**src/rtl/mpu_capture_pkg.sv**
```systemverilog
// ---------------------------------------------------------------------------
// mpu_capture_pkg
// Shared definitions for the MPU capture path: the capture FSM state type,
// the raw-to-physical scale constants and the default parameter values used
// by mpu_capture and the per-axis scaling blocks.
// ---------------------------------------------------------------------------
package mpu_capture_pkg;

    // Capture FSM states.
    typedef enum logic [2:0] {
        ST_IDLE     = 3'd0,
        ST_ARMED    = 3'd1,
        ST_CAPTURE  = 3'd2,
        ST_WAIT_RDY = 3'd3,
        ST_COOLDOWN = 3'd4
    } state_t;

    // 1 g = 16384 LSB at +/-2 g; 1 g = 9.81 m/s^2 -> 981 in units of x100.
    localparam int SCALE_X100  = 981;
    localparam int SCALE_SHIFT = 14;

    // Baseline tracker: exponential average with weight 1/16.
    localparam int BL_SHIFT = 4;

    // Default parameter values.
    localparam int DEF_DECIM      = 4;
    localparam int DEF_MOV_THRESH = 150;
    localparam int DEF_MOV_ON     = 3;
    localparam int DEF_N_SAMPLES  = 30;
    localparam int DEF_COOLDOWN   = 1000;
    localparam int DEF_TIMEOUT    = 65535;

endpackage

```
**src/rtl/mpu_scale.sv**
```systemverilog
// ---------------------------------------------------------------------------
// mpu_scale
// Pure combinational conversion of one raw accelerometer axis sample
// (+/-2 g, 16384 LSB = 1 g) into m/s^2 x100, floor-rounded.
//
// Ports
//   raw   in  16 signed  raw axis sample
//   x100  out 32 signed  (raw * 981) >>> 14, sign-extended
// ---------------------------------------------------------------------------
module mpu_scale
    import mpu_capture_pkg::*;
(
    input  logic signed [15:0] raw,
    output logic signed [31:0] x100
);

    // |raw| <= 32768, so |raw * 981| < 2^25: a 26-bit signed product is exact.
    logic signed [25:0] product;

    always_comb begin
        product = 26'(raw) * 26'(SCALE_X100);
        // Arithmetic shift gives floor rounding, so -1 LSB maps to -1, not 0.
        x100    = 32'(product >>> SCALE_SHIFT);
    end

endmodule

```
**src/rtl/mpu_capture.sv**
```systemverilog
// ---------------------------------------------------------------------------
// mpu_capture
// Decimates the raw X-axis accelerometer stream, scales it to m/s^2 x100,
// tracks a slow baseline and opens a capture window of N_SAMPLES samples once
// MOV_ON consecutive decimated samples deviate from the baseline by more than
// MOV_THRESH. After the window it waits for the downstream classifier
// (result_ready, bounded by TIMEOUT cycles) and then holds off for COOLDOWN
// cycles before re-arming.
//
// Ports
//   clk           in   clock, all state changes on the rising edge
//   reset_n       in   asynchronous active-low reset
//   raw_valid     in   raw_x valid this cycle
//   raw_x         in   16 signed raw sample
//   result_ready  in   downstream classifier done with the window
//   mpu_valor     out  32 signed scaled sample, holds when mpu_valid=0
//   mpu_valid     out  single-cycle strobe for mpu_valor
//   mov           out  high for the whole capture window (CAPTURE, WAIT_RDY)
//   capture_err   out  single-cycle pulse on a result_ready timeout
// ---------------------------------------------------------------------------
module mpu_capture
    import mpu_capture_pkg::*;
#(
    parameter int DECIM      = DEF_DECIM,
    parameter int MOV_THRESH = DEF_MOV_THRESH,
    parameter int MOV_ON     = DEF_MOV_ON,
    parameter int N_SAMPLES  = DEF_N_SAMPLES,
    parameter int COOLDOWN   = DEF_COOLDOWN,
    parameter int TIMEOUT    = DEF_TIMEOUT
) (
    input  logic               clk,
    input  logic               reset_n,
    input  logic               raw_valid,
    input  logic signed [15:0] raw_x,
    input  logic               result_ready,
    output logic signed [31:0] mpu_valor,
    output logic               mpu_valid,
    output logic               mov,
    output logic               capture_err
);

    localparam int DEC_W  = $clog2(DECIM + 1);
    localparam int HIT_W  = $clog2(MOV_ON + 1);
    localparam int SMP_W  = $clog2(N_SAMPLES + 1);
    localparam int WAIT_W = $clog2(TIMEOUT + 1);
    localparam int CD_W   = $clog2(COOLDOWN + 1);

    localparam logic signed [31:0] THRESH = 32'(MOV_THRESH);

    // -----------------------------------------------------------------------
    // Decimation: free-running in every FSM state so the accepted phase never
    // drifts relative to the sensor stream.
    // -----------------------------------------------------------------------
    logic [DEC_W-1:0] dec_cnt;
    logic             accept;

    assign accept = raw_valid && (dec_cnt == '0);

    // NOTE: sequential state is written with non-blocking assignments only, so
    // every register samples pre-edge values regardless of block ordering.
    always_ff @(posedge clk or negedge reset_n) begin
        if (!reset_n) begin
            dec_cnt <= '0;
        end else if (raw_valid) begin
            dec_cnt <= (dec_cnt == DEC_W'(DECIM - 1)) ? '0 : dec_cnt + DEC_W'(1);
        end
    end

    // -----------------------------------------------------------------------
    // Stage 1: scale and register the accepted sample.
    // -----------------------------------------------------------------------
    logic signed [31:0] x_scaled;
    logic signed [31:0] x_q;
    logic               x_vld;

    mpu_scale u_scale (
        .raw  (raw_x),
        .x100 (x_scaled)
    );

    always_ff @(posedge clk or negedge reset_n) begin
        if (!reset_n) begin
            x_q   <= '0;
            x_vld <= 1'b0;
        end else begin
            x_vld <= accept;
            if (accept) begin
                x_q <= x_scaled;
            end
        end
    end

    // -----------------------------------------------------------------------
    // Motion detector datapath.
    // -----------------------------------------------------------------------
    logic signed [31:0] baseline;
    logic signed [31:0] diff;
    logic signed [31:0] abs_diff;
    logic signed [31:0] bl_step;
    logic               over;

    always_comb begin
        diff     = x_q - baseline;
        abs_diff = diff[31] ? -diff : diff;
        // Strictly greater: a deviation equal to the threshold is not motion.
        over     = abs_diff > THRESH;
        bl_step  = diff >>> BL_SHIFT;
    end

    // -----------------------------------------------------------------------
    // Capture FSM.
    // -----------------------------------------------------------------------
    state_t             state,     state_nxt;
    logic [HIT_W-1:0]   hit_cnt,   hit_nxt;
    logic [SMP_W-1:0]   smp_cnt,   smp_nxt;
    logic [WAIT_W-1:0]  wait_cnt,  wait_nxt;
    logic [CD_W-1:0]    cd_cnt,    cd_nxt;
    logic signed [31:0] baseline_nxt;
    logic               bl_loaded, bl_loaded_nxt;
    logic signed [31:0] valor_nxt;
    logic               valid_nxt;
    logic               err_nxt;

    always_ff @(posedge clk or negedge reset_n) begin
        if (!reset_n) begin
            state       <= ST_IDLE;
            hit_cnt     <= '0;
            smp_cnt     <= '0;
            wait_cnt    <= '0;
            cd_cnt      <= '0;
            baseline    <= '0;
            bl_loaded   <= 1'b0;
            mpu_valor   <= '0;
            mpu_valid   <= 1'b0;
            capture_err <= 1'b0;
        end else begin
            state       <= state_nxt;
            hit_cnt     <= hit_nxt;
            smp_cnt     <= smp_nxt;
            wait_cnt    <= wait_nxt;
            cd_cnt      <= cd_nxt;
            baseline    <= baseline_nxt;
            bl_loaded   <= bl_loaded_nxt;
            mpu_valor   <= valor_nxt;
            mpu_valid   <= valid_nxt;
            capture_err <= err_nxt;
        end
    end

    // NOTE: every signal driven here gets a default before the case statement,
    // so no path leaves it unassigned and no latch is inferred.
    always_comb begin
        state_nxt     = state;
        hit_nxt       = hit_cnt;
        smp_nxt       = smp_cnt;
        wait_nxt      = wait_cnt;
        cd_nxt        = cd_cnt;
        baseline_nxt  = baseline;
        bl_loaded_nxt = bl_loaded;
        valor_nxt     = mpu_valor;
        valid_nxt     = 1'b0;
        err_nxt       = 1'b0;

        unique case (state)
            ST_IDLE, ST_ARMED: begin
                if (x_vld) begin
                    if (!bl_loaded) begin
                        // First sample after reset only seeds the baseline.
                        baseline_nxt  = x_q;
                        bl_loaded_nxt = 1'b1;
                    end else if (over) begin
                        if (hit_cnt == HIT_W'(MOV_ON - 1)) begin
                            // This hit completes the run: it is sample 0.
                            hit_nxt   = '0;
                            valid_nxt = 1'b1;
                            valor_nxt = x_q;
                            smp_nxt   = SMP_W'(1);
                            wait_nxt  = '0;
                            state_nxt = (N_SAMPLES == 1) ? ST_WAIT_RDY : ST_CAPTURE;
                        end else begin
                            hit_nxt   = hit_cnt + HIT_W'(1);
                            state_nxt = ST_ARMED;
                        end
                    end else begin
                        hit_nxt   = '0;
                        state_nxt = ST_IDLE;
                        // An aborted run must not drag the baseline toward the
                        // motion, so only a quiet IDLE sample updates it.
                        if (state == ST_IDLE) begin
                            baseline_nxt = baseline + bl_step;
                        end
                    end
                end
            end

            ST_CAPTURE: begin
                if (x_vld) begin
                    valid_nxt = 1'b1;
                    valor_nxt = x_q;
                    if (smp_cnt == SMP_W'(N_SAMPLES - 1)) begin
                        smp_nxt   = '0;
                        wait_nxt  = '0;
                        state_nxt = ST_WAIT_RDY;
                    end else begin
                        smp_nxt = smp_cnt + SMP_W'(1);
                    end
                end
            end

            ST_WAIT_RDY: begin
                // result_ready has priority over a coincident timeout.
                if (result_ready) begin
                    wait_nxt  = '0;
                    cd_nxt    = '0;
                    state_nxt = ST_COOLDOWN;
                end else if (wait_cnt == WAIT_W'(TIMEOUT - 1)) begin
                    wait_nxt  = '0;
                    cd_nxt    = '0;
                    err_nxt   = 1'b1;
                    state_nxt = ST_COOLDOWN;
                end else begin
                    wait_nxt = wait_cnt + WAIT_W'(1);
                end
            end

            ST_COOLDOWN: begin
                // Samples are dropped and the baseline is frozen here.
                if (cd_cnt == CD_W'(COOLDOWN - 1)) begin
                    cd_nxt    = '0;
                    state_nxt = ST_IDLE;
                end else begin
                    cd_nxt = cd_cnt + CD_W'(1);
                end
            end

            default: begin
                state_nxt = ST_IDLE;
            end
        endcase
    end

    // Decoded straight from the state register so reset clears it at once.
    assign mov = (state == ST_CAPTURE) || (state == ST_WAIT_RDY);

endmodule

```
**config.mk**
```make
export PLATFORM = sky130hd
export DESIGN_NAME = mpu_capture
export DESIGN_NICKNAME = d
export VERILOG_FILES = /design/src/rtl/mpu_capture_pkg.sv /design/src/rtl/mpu_scale.sv /design/src/rtl/mpu_capture.sv
export SDC_FILE = /design/constraint.sdc
export NUM_CORES = 1
export LEC_CHECK = 0
export BUFFER_PORTS_ARGS = -buffer_cell sky130_fd_sc_hd__buf_2
export CELL_PAD_IN_SITES_DETAIL_PLACEMENT = 1
export CELL_PAD_IN_SITES_GLOBAL_PLACEMENT = 1
export CORE_MARGIN = 2
export CORE_UTILIZATION = 50
export CTS_BUF_LIST = sky130_fd_sc_hd__clkbuf_2 sky130_fd_sc_hd__clkbuf_4 sky130_fd_sc_hd__clkbuf_8
export DETAILED_ROUTE_END_ITERATION = 10
export GPL_TIMING_DRIVEN = 0
export PLACE_DENSITY_LB_ADDON = 0.05
export SLEW_MARGIN = 20
export SYNTH_ARGS = -nofsm -noshare
export SYNTH_HDL_FRONTEND = slang
export SYNTH_HIERARCHICAL = 1
export SYNTH_SLANG_ARGS = --single-unit
export TNS_END_PERCENT = 5
```
**constraint.sdc**
```tcl
create_clock -name clk -period 6.7 [get_ports clk]
set_input_delay 0.67 -clock clk [delete_from_list [all_inputs] [get_ports clk]]
set_output_delay 0.67 -clock clk [all_outputs]
set_load 0.05 [all_outputs]
```
==> results of run 1 <==
-- layer usage --
layer  up-vias  share of wire, %  global-route usage [%]
met5         -                 0                       0
met4         0               3.1                    10.6
met3        88               3.7                    3.88
met2       270                49                    52.9
met1      6908                44                    38.2
li1       6444                 -                       -
-- what timing repair did --
action                                  CTS  global route
endpoints found under the hold margin     0             0
pin swaps                                 1             1
buffers inserted                          3             2
gates resized for setup                   1             4
endpoints found under the setup margin   82            58
cloned                                    0             0
-- how the worst max path moves through the flow --
stage / start / end / cells past startpoint
floorplan: raw_x[11] / x_q[27]$_DFFE_PN0P_ / 20
global placement: raw_x[14] / x_q[27]$_DFFE_PN0P_ / 21
detailed placement: baseline[8]$_DFFE_PN0P_ / baseline[11]$_DFFE_PN0P_ / 18
CTS: baseline[8]$_DFFE_PN0P_ / baseline[3]$_DFFE_PN0P_ / 20
global route: baseline[8]$_DFFE_PN0P_ / wait_cnt[14]$_DFFE_PN0P_ / 20
finish: baseline[8]$_DFFE_PN0P_ / wait_cnt[14]$_DFFE_PN0P_ / 20
-- stage by stage --
step                hold slack (ps)  setup TNS, ps  cells  cell area [um^2]
floorplan                       374              0   1780             15200
global placement                471         -26160   2224             15900
detailed placement              487         -16630   2228             16000
CTS                             177              0   2262             16500
global route                    210              0   2264             16500
finish                          172              0   2264             16500
-- layout make-up --
cell class	count	area share, %
buffer	81	2.50
clock buffer	18	1.50
clock inverter	13	1.11
inverter	215	4.89
multi-input combinational	1345	63.7
sequential	139	21.1
tap	390	2.96
timing repair buffer	63	2.22
-- cell usage in the layout, fill, tap and decap left out, drive strengths merged, types with 17 or more instances in the layout --
cell / synthesis / routed
a31oi: 25 / 25
a211oi: 19 / 19
nand4: 23 / 23
mux2: 34 / 34
o211ai: 19 / 19
o21ai: 87 / 87
nand2: 189 / 189
fa: 70 / 70
clkbuf: 43 / 61
buf: 38 / 101
nor2: 94 / 94
a21oi: 104 / 104
xor2: 21 / 21
nor4: 17 / 17
dfrtp: 139 / 139
nand2b: 17 / 17
nand3: 72 / 72
and3: 27 / 27
xnor2: 47 / 47
ha: 162 / 162
nor3: 44 / 44
inv: 213 / 219
mux2i: 29 / 29
a21o: 30 / 30
-- cell families after synthesis --
kind of cell             count (synthesis)  share of synthesized area [%]
AO/OA/AOI/OAI                          415                           19.2
multiplexers                            63                           4.44
flip-flops                             139                           22.9
AND/OR/NAND/NOR                        565                           18.6
buffers and inverters                  296                           8.04
XOR/XNOR                                68                           4.03
adder cells (fa/ha/maj)                234                           22.7
-- registers in the layout, summed over array words and instances (netlist names), 2 cells and up --
signal     cells
state          3
hit_cnt        2
mpu_valor     32
baseline      32
wait_cnt      16
smp_cnt        5
cd_cnt        10
x_q           32
dec_cnt        3
==> results.py, run 1 <==
metrics = {
    "outcome": {
        "outcome": "finished clean",
    },
    "placed_design": {
        "dp_slack_ps": -442,
        "dp.final_hpwl_um": 37500,
        "port_buffers": 54,
        "gp_congestion": 0.914,
    },
    "synth": {
        "synth.top_cells.by_count": "209 x inv_1, 186 x nand2_1, 162 x ha_1",
        "ys_seq_area_share_pct": 22.9,
        "synth_top_area_share_pct": 22.9,
        "ys_seq_elements": 139,
        "yosysMostFrequentCell": "inv_1",
        "synth_area_um2": 15200,
        "synth_edf_count": 0,
        "synthCells": 1780,
        "synth_cell_types": 102,
        "synth_nets": 2032,
        "synth_area_leaders": "dfrtp_1 23%, ha_1 13%, fa_1 9.2%, inv_1 5.2%, nand2_1 4.6%",
        "yosysWarnings": 6,
        "synth_top_area_cell": "dfrtp_1",
        "async_flop_share_pct": 100,
        "synth.avg_cell_area_um2": 8.52,
        "synth_flop_cell": "dfrtp_1",
    },
    "sta": {
        "finalCriticalPeriod_ps": 6410,
        "tightest_slew_ps": 1020,
        "rsz0062_at_grt": "no",
        "hold_viol": 0,
        "setup_viol_count_final": 0,
        "max_freq_mhz": 156,
        "slew_violations": 0,
        "slew_headroom_pct": 31.6,
        "fin_ws_ps": 286,
        "fin_crit_sh_pct": 95.7,
        "finClkSkew_ps": 16.9,
    },
    "cts": {
        "cts_root_buf": "clkbuf_8",
        "clkTransAtPathRegs_ps": 90,
        "clk_latency_ps": 470,
        "cts_tree": "yes",
        "cts.hold.buffers_added": 0,
        "numCtsBuffers": 17,
        "cts.sinks": 139,
        "ctsLongestPathBuffers": 2,
        "htree_levels": 4,
    },
    "global_routing": {
        "grt_remaining_overflow": 0,
        "antenna_found_initial": 0,
        "grt_pass1_vias": 14600,
        "grtUsageTotal_pct": 30.2,
        "grt_pass1_wl_um": 75600,
        "grt_max_degree": 73,
    },
    "layout": {
        "drive_gt1_share_pct": 11.4,
        "final_core_util_pct": 55.5,
        "num_antenna_cells": 0,
        "ff_latch_area_um2": 3480,
        "multi_input_area_um2": 10500,
        "nets": 2114,
        "fill_cells": 3567,
        "area_growth_pct": 8.76,
    },
    "floorplanning": {
        "num_rows": 63,
        "fp.dieH_um": 178,
        "die_w_um": 178,
        "core_area_um2": 29700,
        "io_pins": 55,
        "die-area_um2": 31700,
        "start_util_pct": 51.0,
    },
    "setup_path": {
        "worstPathCellList": "inv_1, ha_1, clkbuf_1, a21oi_2, o21ai_1, a22oi_1, nand2b_1, or4_1, nand3_1, inv_2, buf_2, a21oi_1, nor2_1, o311ai_1, nand4_1, buf_4, nor4_1, o21ai_1, buf_2, o211ai_1",
        "cp_max_fo": 13,
        "r2r_cells": 20,
        "r2r_start": "baseline[8]$_DFFE_PN0P_",
        "cp.arrival_ps": 6800,
        "critPathTopFamily": "compound AO/OA/AOI/OAI gates",
        "ff2ff_setup_slack_ps": 290,
        "max_stage_delay_ps": 580,
        "cp.required_ps": 7090,
        "r2r_end": "wait_cnt[14]$_DFFE_PN0P_",
        "crit_type": "reg2reg",
        "cp_slowest_cell": "o311ai_1",
        "crit_path_end_kind": "register",
        "startpoint_type": "register",
        "path_buf_inv": 6,
    },
    "flow_run": {
        "drv_cap": 0,
    },
    "drt": {
        "via_per_inst": 6.06,
        "dr.pass1.iters": 6,
        "ant_nets": 0,
        "drc": 0,
        "wl_um": 46200,
        "wire_per_inst_um": 20.4,
        "vias": 13700,
        "drtIter0Drc": 756,
    },
    "worst_hold_path": {
        "min_path_type": "in2async",
    },
}
Power of run 1 is not shown: default switching activity piles up to over one toggle a cycle in this logic, so the estimate is an artifact.
==> inputs of run 2 (changes only) <==
Settings changed: CORE_UTILIZATION 50 to 46.
Clock period 6.7 ns to 5.4 ns, I/O delays scaled along.
==> run 2 against run 1 <==
  * The flow now finishes with violations (negative setup slack)
  * Largest cell class unchanged
  * Wire length is 1.4% higher
  * Clock skew is 1.5 ps higher
  * Maximum frequency is 17% higher
  * Via count is 0.25% lower
==> results.py, run 2 (synthesis gave the netlist of run 1 again) <==
metrics = {
    "layout": {
        "num_antenna_cells": 0,
        "ff_latch_area_um2": 3480,
        "layout_commonest_cell": "inv_1",
        "fill_cells": 3892,
        "drive_gt1_share_pct": 17.5,
        "area_growth_pct": 15.6,
        "final_cell_mix": "207 x inv_1, 186 x nand2_1, 158 x ha_1, 138 x dfrtp_1, 90 x nor2_1",
        "multi_input_area_um2": 11100,
        "top_regs": "baseline: 32 flops, mpu_valor: 32 flops, x_q: 32 flops",
        "final_core_util_pct": 54.0,
        "nets": 2151,
        "final_area_um2": 17500,
    },
    "cts": {
        "ctsLongestPathBuffers": 2,
        "clkTransAtPathRegs_ps": 100,
        "numCtsBuffers": 17,
        "cts.sinks": 139,
        "cts_tree": "yes",
        "cts_root_buf": "clkbuf_8",
        "clk_latency_ps": 480,
        "htree_levels": 4,
    },
    "sta": {
        "hold_slack_ps": 58.4,
        "tightest_slew_ps": 880,
        "fin_crit_sh_pct": 102,
        "finalCriticalPeriod_ps": 5490,
        "hold_viol": 0,
        "max_freq_mhz": 182,
        "fin_ws_ps": -93.8,
        "slew_headroom_pct": 41.3,
        "tns_ps": -433,
        "rsz0062_at_grt": "yes",
        "finClkSkew_ps": 18.4,
        "slew_violations": 0,
        "setup_viol_count_final": 18,
    },
    "placed_design": {
        "port_buffers": 54,
        "dp.final_hpwl_um": 37400,
        "gp_congestion": 0.898,
        "dpl_cell_area_um2": 16100,
    },
    "worst_hold_path": {
        "min_path_type": "in2async",
    },
    "outcome": {
        "violations": "negative setup slack",
        "outcome": "finished, violations left",
    },
    "global_routing": {
        "grt_pass1_wl_um": 75200,
        "grtUsageTotal_pct": 27.8,
        "grt_remaining_overflow": 0,
        "antenna_found_initial": 1,
        "grt_pass1_vias": 14400,
        "grt_max_degree": 86,
    },
    "flow_run": {
        "drv_cap": 0,
    },
    "floorplanning": {
        "die_w_um": 186,
        "core_area_um2": 32500,
        "start_util_pct": 46.7,
        "num_rows": 66,
        "fp.dieH_um": 186,
        "io_pins": 55,
        "die-area_um2": 34400,
    },
    "setup_path": {
        "startpoint_type": "register",
        "cp_slowest_cell": "or4_4",
        "worstPathCellList": "inv_2, ha_4, inv_2, fa_2, a21o_4, a221oi_4, buf_6, o211ai_1, a41oi_2, xnor2_4, a2111oi_4, buf_4, nand4_1, mux2i_1, nand4b_1, or4_4, buf_12, o41ai_4, buf_6, mux2i_1, a221o_1",
        "cp.required_ps": 5770,
        "cp.arrival_ps": 5860,
        "max_stage_delay_ps": 620,
        "crit_path_end_kind": "register",
        "cp_max_fo": 7,
        "crit_type": "reg2reg",
    },
    "drt": {
        "drc": 0,
        "wire_per_inst_um": 19.9,
        "vias": 13700,
        "via_per_inst": 5.81,
        "dr.pass1.iters": 5,
        "drtIter0Drc": 615,
        "ant_nets": 0,
        "wl_um": 46800,
    },
}
[run 2: layout make-up]
class	instances	area share, %
plain buffers	74	2.47
flip-flops and latches	139	19.9
well taps	442	3.16
repair buffers	107	4.28
clock buffers	17	1.34
inverters	215	4.61
multi-input cells	1345	63.3
clock inverters	15	0.971
[run 2: layer usage]
layer,vias to the layer above,wire length [um],GRT usage [%]
met5,-,13,0
met4,2,1220,8.69
met3,72,1320,3.37
met2,209,23700,50.1
met1,6864,20600,34.6
li1,6529,-,-
[run 2: worst paths after layout]
kind	from	to	slack [ps]	cells past startpoint
max	x_q[0]$_DFFE_PN0P_	baseline[6]$_DFFE_PN0P_	-90	21
min	reset_n	x_q[1]$_DFFE_PN0P_	60	1
max reg2reg	x_q[0]$_DFFE_PN0P_	baseline[6]$_DFFE_PN0P_	-90	21
min reg2reg	mpu_valor[1]$_DFFE_PN0P_	mpu_valor[1]$_DFFE_PN0P_	510	1
max in group asynchronous	reset_n	wait_cnt[4]$_DFFE_PN0P_	4580	2
min in group clk	result_ready	capture_err$_DFF_PN0_	270	2
[run 2: stage by stage]
stage / cells / setup WS (ps)
detailed placement: 2279 / -1790
global route: 2354 / -230
floorplan: 1780 / 37.6
CTS: 2334 / -2.49
finish: 2354 / -93.8
global placement: 2276 / -1720
[run 2: repair_timing]
| item | CTS | global route |
|---|---|---|
| pin swaps | 24 | 34 |
| setup endpoints to repair | 90 | 106 |
| gates cloned | 0 | 1 |
| hold buffers | 0 | 0 |
| gates resized for setup | 75 | 69 |
| buffers inserted | 26 | 23 |
[run 2: worst max-delay path, delay by kind of cell, from the launching register on]
kind	cells	cell delay (ps)
multiplexers	2	300
flip-flops	1	410
AND/OR/NAND/NOR	3	900
XOR/XNOR	1	170
buffers and inverters	6	910
AO/OA/AOI/OAI	7	2150
adder cells (fa/ha/maj)	2	540
Power of run 2 is left out for the same reason.
